File: src/rtl/iotdf_pkg.sv
// Shared definitions for the IoT data filter byte-stream path:
// function codes, word geometry, transmit FSM encoding and byte extraction.
package iotdf_pkg;

    localparam logic [2:0] FN_MAX  = 3'd1;
    localparam logic [2:0] FN_MIN  = 3'd2;
    localparam logic [2:0] FN_AVG  = 3'd3;
    localparam logic [2:0] FN_EXT  = 3'd4;
    localparam logic [2:0] FN_EXC  = 3'd5;
    localparam logic [2:0] FN_PMAX = 3'd6;
    localparam logic [2:0] FN_PMIN = 3'd7;

    localparam int BYTES_PER_WORD  = 16;
    localparam int WORDS_PER_ROUND = 8;

    typedef enum logic [0:0] {
        ST_IDLE = 1'b0,
        ST_SEND = 1'b1
    } tx_state_e;

    // Byte idx of a word, LSB byte first.
    function automatic logic [7:0] word_byte(input logic [8*BYTES_PER_WORD-1:0] word,
                                             input logic [3:0]                  idx);
        return word[{idx, 3'b000} +: 8];
    endfunction

endpackage

File: src/rtl/iotdf_byte_tx_if.sv
// Upstream valid/ready word channel feeding the byte transmitter.
interface iotdf_byte_tx_if #(
    parameter int WORD_W = 128
);
    logic              s_valid;
    logic              s_ready;
    logic [WORD_W-1:0] s_data;
    logic              s_last;

    modport master (output s_valid, output s_data, output s_last, input s_ready);
    modport slave  (input s_valid, input s_data, input s_last, output s_ready);
endinterface

File: src/rtl/iotdf_word_fifo.sv
// Small synchronous FIFO holding {last, word} entries; registered occupancy count.
module iotdf_word_fifo #(
    parameter int DEPTH = 2,
    parameter int WIDTH = 129
) (
    input  logic                     clk,
    input  logic                     rst,
    input  logic                     push,
    input  logic [WIDTH-1:0]         wdata,
    input  logic                     pop,
    output logic [WIDTH-1:0]         rdata,
    output logic                     full,
    output logic                     empty,
    output logic [$clog2(DEPTH):0]   count
);
    localparam int AW = $clog2(DEPTH);

    logic [WIDTH-1:0] mem_q [DEPTH];
    logic [WIDTH-1:0] mem_d [DEPTH];
    logic [AW-1:0]    wptr_q, wptr_d;
    logic [AW-1:0]    rptr_q, rptr_d;
    logic [AW:0]      count_q, count_d;
    logic             push_ok, pop_ok;

    assign full    = (count_q == (AW+1)'(DEPTH));
    assign empty   = (count_q == '0);
    assign count   = count_q;
    assign rdata   = mem_q[rptr_q];
    assign push_ok = push && !full;
    assign pop_ok  = pop && !empty;

    always_comb begin
        mem_d   = mem_q;
        wptr_d  = wptr_q;
        rptr_d  = rptr_q;
        count_d = count_q;
        if (push_ok) begin
            mem_d[wptr_q] = wdata;
            wptr_d        = wptr_q + 1'b1;
        end
        if (pop_ok) begin
            rptr_d = rptr_q + 1'b1;
        end
        case ({push_ok, pop_ok})
            2'b10:   count_d = count_q + 1'b1;
            2'b01:   count_d = count_q - 1'b1;
            default: count_d = count_q;
        endcase
    end

    always_ff @(posedge clk or posedge rst) begin
        if (rst) begin
            for (int i = 0; i < DEPTH; i++) begin
                mem_q[i] <= '0;
            end
            wptr_q  <= '0;
            rptr_q  <= '0;
            count_q <= '0;
        end else begin
            mem_q   <= mem_d;
            wptr_q  <= wptr_d;
            rptr_q  <= rptr_d;
            count_q <= count_d;
        end
    end
endmodule

File: src/rtl/iotdf_byte_tx.sv
// Word-to-byte serializer for the IoT data filter. FSM states:
// IDLE | no word in flight, waiting for a queued word and busy low;  SEND | emitting bytes of the head word
module iotdf_byte_tx
    import iotdf_pkg::*;
#(
    parameter int DEPTH  = 2,
    parameter int WORD_W = 128
) (
    input  logic                clk,
    input  logic                rst,
    iotdf_byte_tx_if.slave      up,
    input  logic [2:0]          cfg_fn,
    input  logic                busy,
    output logic                in_en,
    output logic [7:0]          iot_in,
    output logic [2:0]          fn_sel,
    output logic                underrun,
    output logic [15:0]         words_sent
);
    localparam int         CW        = $clog2(DEPTH) + 1;
    localparam logic [3:0] LAST_BYTE = 4'(BYTES_PER_WORD - 1);

    tx_state_e         state_q, state_d;
    logic [3:0]        byte_cnt_q, byte_cnt_d;
    logic              in_en_q, in_en_d;
    logic [7:0]        iot_in_q, iot_in_d;
    logic [2:0]        fn_sel_q, fn_sel_d;
    logic              underrun_q, underrun_d;
    logic [15:0]       words_sent_q, words_sent_d;

    logic              push, pop;
    logic              fifo_full, fifo_empty;
    logic [CW-1:0]     fifo_count;
    logic [WORD_W-1:0] head_data;
    logic              head_last;
    logic              more_after_pop;

    assign push       = up.s_valid && up.s_ready;
    assign up.s_ready = !fifo_full;

    iotdf_word_fifo #(
        .DEPTH (DEPTH),
        .WIDTH (WORD_W + 1)
    ) u_fifo (
        .clk   (clk),
        .rst   (rst),
        .push  (push),
        .wdata ({up.s_last, up.s_data}),
        .pop   (pop),
        .rdata ({head_last, head_data}),
        .full  (fifo_full),
        .empty (fifo_empty),
        .count (fifo_count)
    );

    // A same-cycle push counts as the follow-on word.
    assign more_after_pop = (fifo_count > CW'(1)) || push;

    always_comb begin
        state_d      = state_q;
        byte_cnt_d   = byte_cnt_q;
        in_en_d      = 1'b0;
        iot_in_d     = iot_in_q;
        fn_sel_d     = fn_sel_q;
        underrun_d   = underrun_q;
        words_sent_d = words_sent_q;
        pop          = 1'b0;
        case (state_q)
            ST_IDLE: begin
                // Byte 0 is registered on the entry edge, so SEND resumes at byte 1.
                if (!fifo_empty && !busy) begin
                    state_d    = ST_SEND;
                    fn_sel_d   = cfg_fn;
                    in_en_d    = 1'b1;
                    iot_in_d   = word_byte(head_data, 4'd0);
                    byte_cnt_d = 4'd1;
                end
            end
            ST_SEND: begin
                in_en_d    = 1'b1;
                iot_in_d   = word_byte(head_data, byte_cnt_q);
                byte_cnt_d = byte_cnt_q + 4'd1;
                if (byte_cnt_q == LAST_BYTE) begin
                    pop          = 1'b1;
                    words_sent_d = words_sent_q + 16'd1;
                    byte_cnt_d   = 4'd0;
                    if (head_last) begin
                        state_d = ST_IDLE;
                    end else if (more_after_pop && !busy) begin
                        state_d = ST_SEND;
                    end else begin
                        state_d    = ST_IDLE;
                        underrun_d = 1'b1;
                    end
                end
            end
            default: state_d = ST_IDLE;
        endcase
    end

    always_ff @(posedge clk or posedge rst) begin
        if (rst) begin
            state_q      <= ST_IDLE;
            byte_cnt_q   <= '0;
            in_en_q      <= 1'b0;
            iot_in_q     <= '0;
            fn_sel_q     <= '0;
            underrun_q   <= 1'b0;
            words_sent_q <= '0;
        end else begin
            state_q      <= state_d;
            byte_cnt_q   <= byte_cnt_d;
            in_en_q      <= in_en_d;
            iot_in_q     <= iot_in_d;
            fn_sel_q     <= fn_sel_d;
            underrun_q   <= underrun_d;
            words_sent_q <= words_sent_d;
        end
    end

    assign in_en      = in_en_q;
    assign iot_in     = iot_in_q;
    assign fn_sel     = fn_sel_q;
    assign underrun   = underrun_q;
    assign words_sent = words_sent_q;
endmodule
File: src/flat_wrapper.sv
// flat-port wrapper written by rule: the top's interface ports become plain ports
module iotdf_byte_tx_flat import iotdf_pkg::*;
#(
    parameter int DEPTH  = 2,
    parameter int WORD_W = 128
)
  (clk, rst, cfg_fn, busy, in_en, iot_in, fn_sel, underrun, words_sent, up_s_valid, up_s_data, up_s_last, up_s_ready);
  iotdf_byte_tx_if #(.WORD_W(WORD_W)) up_i ();
  input  logic clk;
  input  logic rst;
  input  logic [2:0] cfg_fn;
  input  logic busy;
  output logic in_en;
  output logic [7:0] iot_in;
  output logic [2:0] fn_sel;
  output logic underrun;
  output logic [15:0] words_sent;
  input wire logic [$bits(up_i.s_valid)-1:0] up_s_valid;
  input wire logic [$bits(up_i.s_data)-1:0] up_s_data;
  input wire logic [$bits(up_i.s_last)-1:0] up_s_last;
  output wire logic [$bits(up_i.s_ready)-1:0] up_s_ready;
  assign up_i.s_valid = up_s_valid;
  assign up_i.s_data = up_s_data;
  assign up_i.s_last = up_s_last;
  assign up_s_ready = up_i.s_ready;
  iotdf_byte_tx #(.DEPTH(DEPTH), .WORD_W(WORD_W)) u_core (.clk(clk), .rst(rst), .up(up_i), .cfg_fn(cfg_fn), .busy(busy), .in_en(in_en), .iot_in(iot_in), .fn_sel(fn_sel), .underrun(underrun), .words_sent(words_sent));
endmodule
File: config.mk
export PLATFORM = sky130hd
export DESIGN_NAME = iotdf_byte_tx_flat
export DESIGN_NICKNAME = d
export VERILOG_FILES = /design/src/rtl/iotdf_pkg.sv /design/src/rtl/iotdf_byte_tx_if.sv /design/src/rtl/iotdf_word_fifo.sv /design/src/rtl/iotdf_byte_tx.sv /design/src/flat_wrapper.sv
export SDC_FILE = /design/constraint.sdc
export NUM_CORES = 1
export LEC_CHECK = 0
export ABC_CLOCK_PERIOD_IN_PS = 21800
export BUFFER_PORTS_ARGS = -buffer_cell sky130_fd_sc_hd__buf_2
export CORE_MARGIN = 2
export CORE_UTILIZATION = 48
export CTS_CLUSTER_SIZE = 25
export DETAILED_ROUTE_END_ITERATION = 10
export GPL_ROUTABILITY_DRIVEN = 0
export MAX_ROUTING_LAYER = met4
export PLACE_DENSITY = 0.74
export SLEW_MARGIN = 20
export SYNTH_ARGS = -nofsm -noshare
export SYNTH_HDL_FRONTEND = slang
export SYNTH_HIERARCHICAL = 1
export SYNTH_SLANG_ARGS = --single-unit
File: constraint.sdc
create_clock -name clk -period 21.8 [get_ports clk]
set_clock_uncertainty 0.2 [all_clocks]
set_input_delay 3.27 -clock clk [delete_from_list [all_inputs] [get_ports clk]]
set_output_delay 3.27 -clock clk [all_outputs]
set_load 0.01 [all_outputs]
==> flow_summary_export.csv <==
group,metric,value,unit
clock_tree,post_cts_resize_count,0,
critical_path,critPathTopFamily,"buffers and inverters",
timing,timing.fmax,172,MHz
synthesis,synth_edf_count,0,
clock_tree,cts_tree,"built",
final_layout,layout.core_utilization,0.563,
clock_tree,clockRootBuffer,"clkbuf_16",
critical_path,cp_slowest_cell,"buf_4",
floorplan,die_width,174,um
synthesis,synthFlopType,"dfrtp_1",
global_routing,grt_use_met3,0.0569,
global_routing,grt_remaining_overflow,0,
critical_path,worst_ep_arrival_time,5980,ps
critical_path,crit_path_max_fo,75,
power,power_density,163,nW/um2
critical_path,worst-setup-path-type,"input port to register",
timing,worst-slew-pin-transition,1080,ps
final_layout,synthToLayoutAreaGrowth,15.8,%
synthesis,synth.largest_area_cell,"dfrtp_1",
synthesis,post-synth-top-count-cell,"mux2_2",
route,detailroute.via_count,8108,
synthesis,synthesis.nets,1056,
global_routing,number_of_antenna_violations_at_the_first_check_in_global_routing,11,
route,wl_per_cell,20.6,um
global_routing,met1_usage,0.276,
critical_path,endpoint_kind,"register",
run_status,outcome,"finished, final reports clean",
clock_tree,cts_num_sinks,296,
route,detail_route.vias_per_cell,5.44,
critical_path,cp_slowest_stage_delay,940,ps
route,dr.pass1.iters,4,
global_routing,number_of_global_route_vias_before_repair,8646,
place,port-buffer-count,165,
power,max-vdd-ir-drop,0.0760,mV
global_routing,pin_count_of_the_biggest_net_entering_global_routing,109,
route,wirelength,30.8,mm
route,initialDrtViolationCount,479,
clock_tree,number_of_buffers_created_by_cts,34,
critical_path,crit_path_frequent_cell,"buf_4",
critical_path,startpoint_type,"input port",
final_layout,drive_gt1_frac,0.589,
route,detail-route-antenna-nets,0,
clock_tree,insertion_delay,500,ps
clock_tree,cts_clk_pin_slew_worst_paths,60,ps
timing,timing.setup.tns,0,ps
timing,finalHoldViolCount,0,
synthesis,post_synth_main_area_contributors,"dfrtp_1 53%, mux2_2 32%, mux2i_1 2.5%, mux4_2 2.3%, mux4_1 1.5%",
synthesis,asyncSetResetFlopFracSynth,1.00,
critical_path,cp_num_buf_inv,3,
floorplan,boundaryPins,166,
global_routing,grt_pass1_wl,48.7,mm
flow_run,timing.max_cap.violations,0,
timing,maxSlewViolCount,0,
synthesis,ys_types,46,
floorplan,placeableCoreArea,28600,um2
clock_tree,ctsLongestPathBuffers,3,
global_routing,grt_usage,0.211,
floorplan,die_area,30400,um2
synthesis,synth_seq_area_share,0.532,
power,static_leakage,7.01,nW
timing,max-slew-margin-rel,0.279,
global_routing,grt_use_met2,0.327,
global_routing,grt.busiest_layer,"met2",
timing,unrepaired_setup_endpoints_after_global_routing,"false",
place,hpwl,20.3,mm
min_path,worst_hold_path_type,"register to register",
clock_tree,post_cts_buffers,0,
timing,setup_violation_total_in_the_final_timing_report,0,
synthesis,avgSynthCellArea,15.2,um2
synthesis,synth-warning-count,6,
clock_tree,number_of_buffers_inserted_for_hold_repair_after_clock_tree_synthesis,0,
synthesis,yosys_top_cell_area_share,0.532,
final_layout,final_nets,1213,
critical_path,crit_chain,"buf_2 -> nor2b_1 -> nor3b_4 -> buf_4 -> buf_4 -> mux2_2",
floorplan,initial_utilization,0.486,
final_layout,final-instance-count-excl-fill,1491,
timing,post_layout_minimum_cycle_time,5800,ps
floorplan,placement_rows,62,
synthesis,total_of_flip_flops_plus_latches_after_synthesis,296,
synthesis,synth_cells,917,
timing,period_share,0.266,
place,dpl_cells,1421,
route,route.detailed.drc,0,
floorplan,die_h,174,um
critical_path,required,21980,ps
synthesis,most_instantiated_cells_after_synthesis,"390 x mux2_2, 296 x dfrtp_1, 35 x mux2i_1",
timing,worst_hold_slack,267,ps
synthesis,synth_area,13900,um2
clock_tree,level_count_of_the_clock_h_tree,2,
final timing paths:
kind	from	end	slack, ps	cells after the start
worst max-delay path	up_s_valid	u_core/u_fifo/mem_q[145]	16000	6
worst min-delay path	u_core/words_sent[15]	u_core/words_sent[15]	270	1
worst max register to register	u_core/u_fifo/rptr_q	u_core/iot_in[7]	17980	7
worst min register to register	u_core/words_sent[15]	u_core/words_sent[15]	270	1
max in group asynchronous	rst	u_core/u_fifo/mem_q[54]	17460	3
min in group asynchronous	rst	u_core/u_fifo/mem_q[130]	2710	2
layer usage:
metal | part of all wire | routed length [um]
met5 | 0 | 0
met2 | 0.47 | 14500
met4 | 0.021 | 655
met1 | 0.44 | 13700
met3 | 0.064 | 1960
where the power goes:
group / switching (mW) / internal [mW] / leakage [nW] / total (mW)
sequential: 0.152 / 0.824 / 3.52 / 0.976
clock: 0.218 / 0.366 / 0.567 / 0.584
combinational: 0.452 / 0.610 / 2.92 / 1.06
total: 0.823 / 1.80 / 7.01 / 2.62
metrics by stage:
step,total power [mW],setup WS [ps],cell area [um2]
2_1_floorplan,1.80,11120,13900
6_report,2.62,16000,16100
3_5_place_dp,2.05,15550,14900
5_1_grt,2.78,15910,16100
3_3_place_gp,2.01,15590,14900
4_1_cts,2.65,16060,16100
registers in the layout, summed over array words and instances, names as in the netlist:
signal,flops
u_core/byte_cnt_q,4
u_core/fn_sel,3
u_core/in_en,1
u_core/iot_in,8
u_core/state_q,1
u_core/u_fifo/count,2
u_core/u_fifo/mem_q,258
u_core/u_fifo/rptr_q,1
u_core/u_fifo/wptr_q,1
u_core/underrun,1
u_core/words_sent,16
cell families after synthesis:
group,after synthesis,share of synthesized area
adders and majority gates,3,0.00270
buffers and inverters,63,0.0320
and+or+nand+nor,47,0.0209
AOI/OAI and AO/OA,41,0.0212
xor gates and xnor gates,20,0.0126
muxes,447,0.378
DFF,296,0.532
worst reg2reg max path, stage by stage, from the launching register on:
cell	delay, ps
dfrtp_4	680
buf_4	680
buf_4	740
mux2_2	450
mux4_1	580
mux2i_1	170
o22a_1	140
o21ai_1	50
layout by cell type (no fill, tap or decap), drive strengths merged, types with 8 or more instances in the layout:
master and count:
mux2 390, dfrtp 296, buf 176, clkbuf 47
mux2i 35, mux4 22, xnor2 16, nand2 12
o21ai 12, diode 11, a221oi 10, inv 9
nand3 8
area by class of cell:
class                      instances  area, um2
tap                              384        480
timing repair buffer             176        936
antenna                           11       27.5
sequential                       296       7410
multi-input combinational        558       6070
fill                            2287      12500
inverter                           8       37.5
clock inverter                    11        165
clock buffer                      47        993
No activity file was read; power rests on OpenSTA's default activity.
